$ cat src/rtl/ha1588_bus_arb.sv
// Two-master round-robin arbiter and strobe sequencer for the ha1588 register bus.
// Supports lockable ownership for atomic multi-register sequences, with an idle timeout.
module ha1588_bus_arb #(
    parameter int RD_LAT       = 2,
    parameter int LOCK_TIMEOUT = 255
) (
    input  logic        clk,
    input  logic        rst,
    input  logic        m0_req,
    input  logic        m0_wr,
    input  logic [7:0]  m0_addr,
    input  logic [31:0] m0_wdata,
    input  logic        m0_lock,
    output logic        m0_ack,
    output logic [31:0] m0_rdata,
    input  logic        m1_req,
    input  logic        m1_wr,
    input  logic [7:0]  m1_addr,
    input  logic [31:0] m1_wdata,
    input  logic        m1_lock,
    output logic        m1_ack,
    output logic [31:0] m1_rdata,
    output logic        wr_out,
    output logic        rd_out,
    output logic [7:0]  addr_out,
    output logic [31:0] data_out,
    input  logic [31:0] data_in,
    output logic        lock_err
);

    localparam int IDLE_W = $clog2(LOCK_TIMEOUT + 1);

    typedef enum logic [1:0] {IDLE, ISSUE, WAIT, ACK} state_t;

    state_t             state, state_nxt;
    logic               gnt;
    logic               lat_wr;
    logic               lat_lock;
    logic [7:0]         lat_addr;
    logic [31:0]        lat_wdata;
    logic [3:0]         cnt;
    logic               rr;
    logic               owner_vld;
    logic               owner;
    logic [IDLE_W-1:0]  idle_cnt;

    logic               grant_vld;
    logic               grant_id;
    logic               owner_req;
    logic               timeout;

    always_ff @(posedge clk) begin
        if (!rst) begin
            state <= IDLE;
        end else begin
            state <= state_nxt;
        end
    end

    always_comb begin
        state_nxt = state;
        grant_vld = 1'b0;
        grant_id  = 1'b0;
        timeout   = 1'b0;
        owner_req = owner ? m1_req : m0_req;
        wr_out    = 1'b0;
        rd_out    = 1'b0;
        m0_ack    = 1'b0;
        m1_ack    = 1'b0;
        addr_out  = lat_addr;
        data_out  = lat_wdata;

        case (state)
            IDLE: begin
                // While locked, only the owner may win; its silence runs the timeout.
                if (owner_vld) begin
                    grant_vld = owner_req;
                    grant_id  = owner;
                    timeout   = !owner_req && (idle_cnt == IDLE_W'(LOCK_TIMEOUT - 1));
                end else if (m0_req && m1_req) begin
                    grant_vld = 1'b1;
                    grant_id  = rr;
                end else if (m0_req || m1_req) begin
                    grant_vld = 1'b1;
                    grant_id  = !m0_req;
                end
                if (grant_vld) begin
                    state_nxt = ISSUE;
                end
            end
            ISSUE: begin
                wr_out    = lat_wr;
                rd_out    = !lat_wr;
                state_nxt = lat_wr ? ACK : WAIT;
            end
            WAIT: begin
                if (cnt == 4'(RD_LAT)) begin
                    state_nxt = ACK;
                end
            end
            ACK: begin
                m0_ack    = !gnt;
                m1_ack    = gnt;
                state_nxt = IDLE;
            end
            default: state_nxt = IDLE;
        endcase
    end

    always_ff @(posedge clk) begin
        if (!rst) begin
            gnt       <= 1'b0;
            lat_wr    <= 1'b0;
            lat_lock  <= 1'b0;
            lat_addr  <= '0;
            lat_wdata <= '0;
            cnt       <= '0;
            rr        <= 1'b0;
            owner_vld <= 1'b0;
            owner     <= 1'b0;
            idle_cnt  <= '0;
            lock_err  <= 1'b0;
            m0_rdata  <= '0;
            m1_rdata  <= '0;
        end else begin
            if (grant_vld) begin
                gnt       <= grant_id;
                lat_wr    <= grant_id ? m1_wr    : m0_wr;
                lat_lock  <= grant_id ? m1_lock  : m0_lock;
                lat_addr  <= grant_id ? m1_addr  : m0_addr;
                lat_wdata <= grant_id ? m1_wdata : m0_wdata;
                idle_cnt  <= '0;
            end else if (state == IDLE && owner_vld) begin
                if (timeout) begin
                    owner_vld <= 1'b0;
                    lock_err  <= 1'b1;
                    idle_cnt  <= '0;
                end else begin
                    idle_cnt  <= idle_cnt + IDLE_W'(1);
                end
            end

            case (state)
                ISSUE: cnt <= 4'd1;
                WAIT: begin
                    cnt <= cnt + 4'd1;
                    if (cnt == 4'(RD_LAT)) begin
                        if (gnt) begin
                            m1_rdata <= data_in;
                        end else begin
                            m0_rdata <= data_in;
                        end
                    end
                end
                ACK: begin
                    rr        <= !gnt;
                    owner_vld <= lat_lock;
                    owner     <= gnt;
                end
                default: ;
            endcase
        end
    end

endmodule

$ cat config.mk
export PLATFORM = sky130hd
export DESIGN_NAME = ha1588_bus_arb
export DESIGN_NICKNAME = d
export VERILOG_FILES = /design/src/rtl/ha1588_bus_arb.sv
export SDC_FILE = /design/constraint.sdc
export NUM_CORES = 1
export LEC_CHECK = 0
export ABC_AREA = 1
export CELL_PAD_IN_SITES_DETAIL_PLACEMENT = 1
export CELL_PAD_IN_SITES_GLOBAL_PLACEMENT = 1
export CORE_MARGIN = 3
export CORE_UTILIZATION = 26
export DETAILED_ROUTE_END_ITERATION = 6
export GPL_TIMING_DRIVEN = 0
export PLACE_DENSITY_LB_ADDON = 0.3
export SETUP_SLACK_MARGIN = 0.1
export SLEW_MARGIN = 20
export SYNTH_ARGS = -nofsm -noshare
export SYNTH_HDL_FRONTEND = slang
export SYNTH_SLANG_ARGS = --single-unit
$ cat constraint.sdc
create_clock -name clk -period 3.5 [get_ports clk]
set_input_delay 0.7 -clock clk [delete_from_list [all_inputs] [get_ports clk]]
set_output_delay 0.7 -clock clk [all_outputs]
set_load 0.005 [all_outputs]
==> results of run 1 <==
## final cells by class
type | count | area (sq um)
Clock inverter | 13 | 186
Buffer | 46 | 219
Fill cell | 2522 | 11700
Tap cell | 270 | 338
Inverter | 128 | 480
Timing Repair Buffer | 228 | 2280
Multi-Input combinational cell | 440 | 2260
Clock buffer | 19 | 453
Sequential cell | 125 | 2500
## state kept, by name (all words and copies together), names as in the netlist
signal,count
m0_rdata,32
state,2
data_out,32
gnt,1
cnt,4
owner,1
rr,1
owner_vld,1
addr_out,8
lat_lock,1
lock_err,1
m1_rdata,32
idle_cnt,8
lat_wr,1
## worst min-delay path: cells and delay by family (launching register included)
| kind | cells | cell delay [ps] |
|---|---|---|
| compound gates | 1 | 50 |
| buf+inv | 1 | 50 |
| flops | 1 | 300 |
## power breakdown
part           total, mW  internal, mW  switching [mW]  leakage [nW]
sequential          1.81          1.66           0.144          1.02
clock               1.92          1.23           0.685         0.302
combinational       1.62         0.784           0.832          2.15
## per-stage QoR
| stage | utilization [%] | setup WS, ps | hold slack (ps) | cell area, sq um | power, mW |
|---|---|---|---|---|---|
| after detailed placement | 39.6 | 889 | 437 | 8090 | 3.47 |
| after global routing | 42.7 | 790 | 462 | 8720 | 5.71 |
| after global placement | 39.6 | 942 | 433 | 8090 | 3.45 |
| after CTS | 42.7 | 905 | 446 | 8720 | 5.42 |
| after floorplan | - | 1940 | 439 | 5470 | 2.61 |
| final | 42.7 | 953 | 444 | 8720 | 5.34 |
## worst min path at each step
stage / startpoint / end / slack (ps) / cells past startpoint
after CTS: m1_rdata[2] / m1_rdata[2] / 450 / 2
after global placement: m0_rdata[3] / m0_rdata[3] / 430 / 2
after detailed placement: m1_rdata[2] / m1_rdata[2] / 440 / 2
after floorplan: rr / rr / 440 / 2
final: m1_rdata[2] / m1_rdata[2] / 440 / 2
after global routing: m1_rdata[22] / m1_rdata[22] / 460 / 2
## cells by family (layout without fill, tap and decap cells)
| kind of cell | Yosys count | in the layout | synth area share (%) |
|---|---|---|---|
| fa+ha+maj | 9 | 9 | 2.06 |
| simple gates | 280 | 280 | 25.0 |
| xor+xnor | 5 | 5 | 0.801 |
| flops | 125 | 125 | 45.8 |
| buf+inv | 174 | 434 | 12.8 |
| compound gates | 146 | 146 | 13.5 |
## Yosys cell counts (all sizes together)
cell type  count
inv          128
dfxtp        125
nand2        116
nand3         95
a21oi         72
o21ai         70
nand3b        41
clkbuf        30
nor2          18
buf           16
ha             9
nand4          5
nor3           4
a211oi         3
xnor2          3
xor2           2
a31oi          1
and3           1
## metal layers
layer  vias to the layer above  wire length (um)
li1                       2868                 -
met1                      2598              8340
met2                       193              9280
met3                        19              2180
met4                         0               218
met5                         -                 0
==> results.sh, run 1 <==
export IMPL_synthCells=739
export IMPL_rsz0062_at_grt="no"
export IMPL_cts_tree="built"
export IMPL_dieArea_sq_um=22800
export IMPL_powerDensity_nw_per_um2=612
export IMPL_fmax_ghz=0.393
export IMPL_slowest_stage="clkdlybuf4s50_1"
export IMPL_drc=0
export IMPL_detail_route_antenna_nets=0
export IMPL_period_share_pct=72.8
export IMPL_startpoint="state[0]"
export IMPL_die_y_um=151
export IMPL_clockRootBuffer="clkbuf_16"
export IMPL_cts_sinks=125
export IMPL_cp_slowest_stage_delay_ps=570
export IMPL_power_leakage_nw=3.47
export IMPL_timing_hold_violations_final=0
export IMPL_r2r_start="state[0]"
export IMPL_grt_ovfl_total=0
export IMPL_synth_top_area_share_pct=45.8
export IMPL_drive_gt1_share_pct=5.41
export IMPL_gr_usage_met2_pct=29.4
export IMPL_path_class="reg -> out"
export IMPL_insertedDiodeCount=0
export IMPL_grt_pass1_vias=5936
export IMPL_min_path_type="reg -> reg"
export IMPL_cts_hold_buffers_added=0
export IMPL_vias_per_cell=4.47
export IMPL_netlist_area_sq_um=5470
export IMPL_yosys_area_top_type="dfxtp_1"
export IMPL_endpoint_kind="primary output"
export IMPL_fin_nets=1115
export IMPL_dpl_hpwl_um=15100
export IMPL_setup_viol=0
export IMPL_dr_first_iter_drc_count=147
export IMPL_drtPass1Iterations=4
export IMPL_worstPathCellList="ha_1 > inv_1 > nor2_1 > clkdlybuf4s50_1"
export IMPL_finalMaxSlewViolations=0
export IMPL_crit_end="m0_ack"
export IMPL_worstPathRequired_ps=2800
export IMPL_reg2regPathDepth=7
export IMPL_layout_cells_non_filler=1269
export IMPL_clk_latency_ps=420
export IMPL_grt_max_degree=17
export IMPL_row_count=52
export IMPL_status="finished clean"
export IMPL_crit_fanout=5
export IMPL_met1_usage_pct=20.8
export IMPL_timing_rr_end="data_out[2]"
export IMPL_most_common_layout_cells="228 x clkdlybuf4s50_1, 127 x inv_1, 125 x dfxtp_1, 116 x nand2_1, 92 x nand3_1"
export IMPL_initial_core_util_pct=26.8
export IMPL_globalplace_congestion=0.797
export IMPL_clk_pin_slew_ps=60
export IMPL_timing_slew_headroom_pct=62.8
export IMPL_cts_max_path_buffers=2
export IMPL_coreArea_sq_um=20400
export IMPL_ys_seq_area_share_pct=45.8
export IMPL_ctsHtreeMaxLevel=4
export IMPL_grt_busiest_layer="met2"
export IMPL_ys_ff_latch=125
export IMPL_drt_wl_total_um=20000
export IMPL_postCtsResizedCells=0
export IMPL_wl_per_cell_um=15.8
export IMPL_track_usage_pct=17.7
export IMPL_num_vias=5678
export IMPL_ys_warn_count=0
export IMPL_cp_arrival_ps=1850
export IMPL_fin_setup_tns_ps=0
export IMPL_rrSetupSlack_ps=1400
export IMPL_grt_pass1_wl_um=31200
export IMPL_ios=229
export IMPL_dp_cells=1237
export IMPL_io_buffers=228
export IMPL_synthesis_nets=868
export IMPL_post_cts_buffers=0
export IMPL_ys_types=26
export IMPL_die_w_um=151
export IMPL_worst_pin_slew_ps=559
export IMPL_clock_skew_ps=7.87
export IMPL_final_common_cell="clkdlybuf4s50_1"
export IMPL_antenna_found_initial=0
export IMPL_cts_buffers=17
export IMPL_start_kind="flip-flop"
export IMPL_path_buf_inv=2
export IMPL_synth_area_leaders="dfxtp_1 46%, inv_1 8.7%, nand3_1 8.4%"
export IMPL_fin_crit_ps=2550
export IMPL_syn_to_final_growth_pct=59.6
export IMPL_critPathTopFamily="buffers and inverters"
export IMPL_met3_usage_pct=7.57
export IMPL_cp_num_cells=4
export IMPL_maxCapViolations=0
export IMPL_synth_area_per_cell_sq_um=7.40
export IMPL_vdd_ir_drop_max_uv=266
Power figures use the tool's default switching activity.
==> run 2, diff against run 1 <==
==> constraint.sdc (replaced) <==
create_clock -name clk -period 2.5 [get_ports clk]
set_input_delay 0.5 -clock clk [delete_from_list [all_inputs] [get_ports clk]]
set_output_delay 0.5 -clock clk [all_outputs]
set_load 0.005 [all_outputs]
==> results.sh, run 2 (same netlist as run 1, synthesis figures left out) <==
export IMPL_postCtsResizedCells=0
export IMPL_initial_core_util_pct=26.8
export IMPL_maxCapViolations=0
export IMPL_cts_buffers=17
export IMPL_cts_tree="built"
export IMPL_min_path_type="reg -> reg"
export IMPL_start_kind="flip-flop"
export IMPL_timing_hold_violations_final=0
export IMPL_drc=0
export IMPL_fin_total_pwr_mw=7.47
export IMPL_detail_route_antenna_nets=0
export IMPL_ios=229
export IMPL_post_cts_buffers=0
export IMPL_finalMaxSlewViolations=0
export IMPL_dr_first_iter_drc_count=148
export IMPL_wl_per_cell_um=15.8
export IMPL_most_common_layout_cells="227 x clkdlybuf4s50_1, 127 x inv_1, 125 x dfxtp_1, 116 x nand2_1, 92 x nand3_1"
export IMPL_num_vias=5678
export IMPL_fin_nets=1115
export IMPL_setup_viol=0
export IMPL_grt_pass1_vias=5936
export IMPL_path_class="reg -> out"
export IMPL_clock_skew_ps=7.87
export IMPL_fmax_ghz=0.458
export IMPL_globalplace_congestion=0.797
export IMPL_fin_crit_ps=2190
export IMPL_coreArea_sq_um=20400
export IMPL_clk_latency_ps=420
export IMPL_grt_max_degree=17
export IMPL_clk_pin_slew_ps=60
export IMPL_ctsHtreeMaxLevel=4
export IMPL_cts_max_path_buffers=2
export IMPL_cts_hold_buffers_added=0
export IMPL_clockRootBuffer="clkbuf_16"
export IMPL_grt_ovfl_total=0
export IMPL_io_buffers=228
export IMPL_cp_arrival_ps=1690
export IMPL_vias_per_cell=4.47
export IMPL_row_count=52
export IMPL_fin_setup_tns_ps=0
export IMPL_worstPathRequired_ps=2000
export IMPL_endpoint_kind="primary output"
export IMPL_drtPass1Iterations=4
export IMPL_antenna_found_initial=0
export IMPL_drt_wl_total_um=20000
export IMPL_vdd_ir_drop_max_uv=373
export IMPL_power_leakage_nw=3.49
export IMPL_dpl_hpwl_um=15100
export IMPL_rsz0062_at_grt="no"
export IMPL_die_w_um=151
export IMPL_worst_pin_slew_ps=559
export IMPL_period_share_pct=87.4
export IMPL_status="finished clean"
export IMPL_crit_fanout=5
export IMPL_cts_sinks=125
export IMPL_insertedDiodeCount=0
export IMPL_fill_cells=2520
export IMPL_drive_gt1_share_pct=5.41
export IMPL_final_common_cell="clkdlybuf4s50_1"
export IMPL_dieArea_sq_um=22800
export IMPL_powerDensity_nw_per_um2=856
export IMPL_die_y_um=151
export IMPL_syn_to_final_growth_pct=59.7
export IMPL_timing_slew_headroom_pct=62.8
export IMPL_grt_pass1_wl_um=31200
export IMPL_track_usage_pct=17.7
==> run 2: layout make-up <==
class | instances | area, sq um | share of cell area (%)
flip-flops and latches | 125 | 2500 | 28.7
repair buffers | 228 | 2280 | 26.2
multi-input cells | 440 | 2260 | 25.9
inverters | 128 | 480 | 5.51
clock buffers | 19 | 453 | 5.19
well taps | 270 | 338 | 3.87
plain buffers | 46 | 219 | 2.51
clock inverters | 13 | 186 | 2.14
==> run 2: per-stage QoR <==
stage	std cells	area (sq um)	hold WS, ps	setup slack [ps]	utilization, %
final	1269	8730	444	315	42.7
after floorplan	739	5470	439	987	-
after detailed placement	1237	8090	437	88.8	39.6
after global routing	1269	8730	462	180	42.7
after CTS	1269	8720	446	105	42.7
after global placement	1237	8090	433	142	39.6
==> run 2: path summary, 6_finish.rpt <==
kind               startpoint  slack, ps          end  depth (start not counted)
setup / recovery     state[0]        310       m1_ack                          4
hold / removal    m1_rdata[2]        440  m1_rdata[2]                          2
setup reg to reg     state[0]        400  data_out[2]                          7
hold reg to reg   m1_rdata[2]        440  m1_rdata[2]                          2
==> run 2: worst max-delay path, stage by stage, from the launching register on <==
cell and delay [ps]:
dfxtp_1 410, ha_1 200, nand2_1 50, inv_1 90, clkdlybuf4s50_1 510
==> run 2: power by group <==
part | switching (mW) | leakage, nW | internal, mW
combinational | 1.16 | 2.17 | 1.10
sequential | 0.202 | 1.02 | 2.33
clock | 0.959 | 0.302 | 1.72
==> run 2: metal layers <==
| metal | routed length (um) | vias to the layer above | share of wire, % | global-route usage, % |
|---|---|---|---|---|
| li1 | - | 2868 | - | - |
| met1 | 8390 | 2598 | 42 | 20.8 |
| met2 | 9280 | 193 | 46 | 29.4 |
| met3 | 2130 | 19 | 11 | 7.57 |
| met4 | 218 | 0 | 1.1 | 4.90 |
| met5 | 0 | - | 0 | 0 |
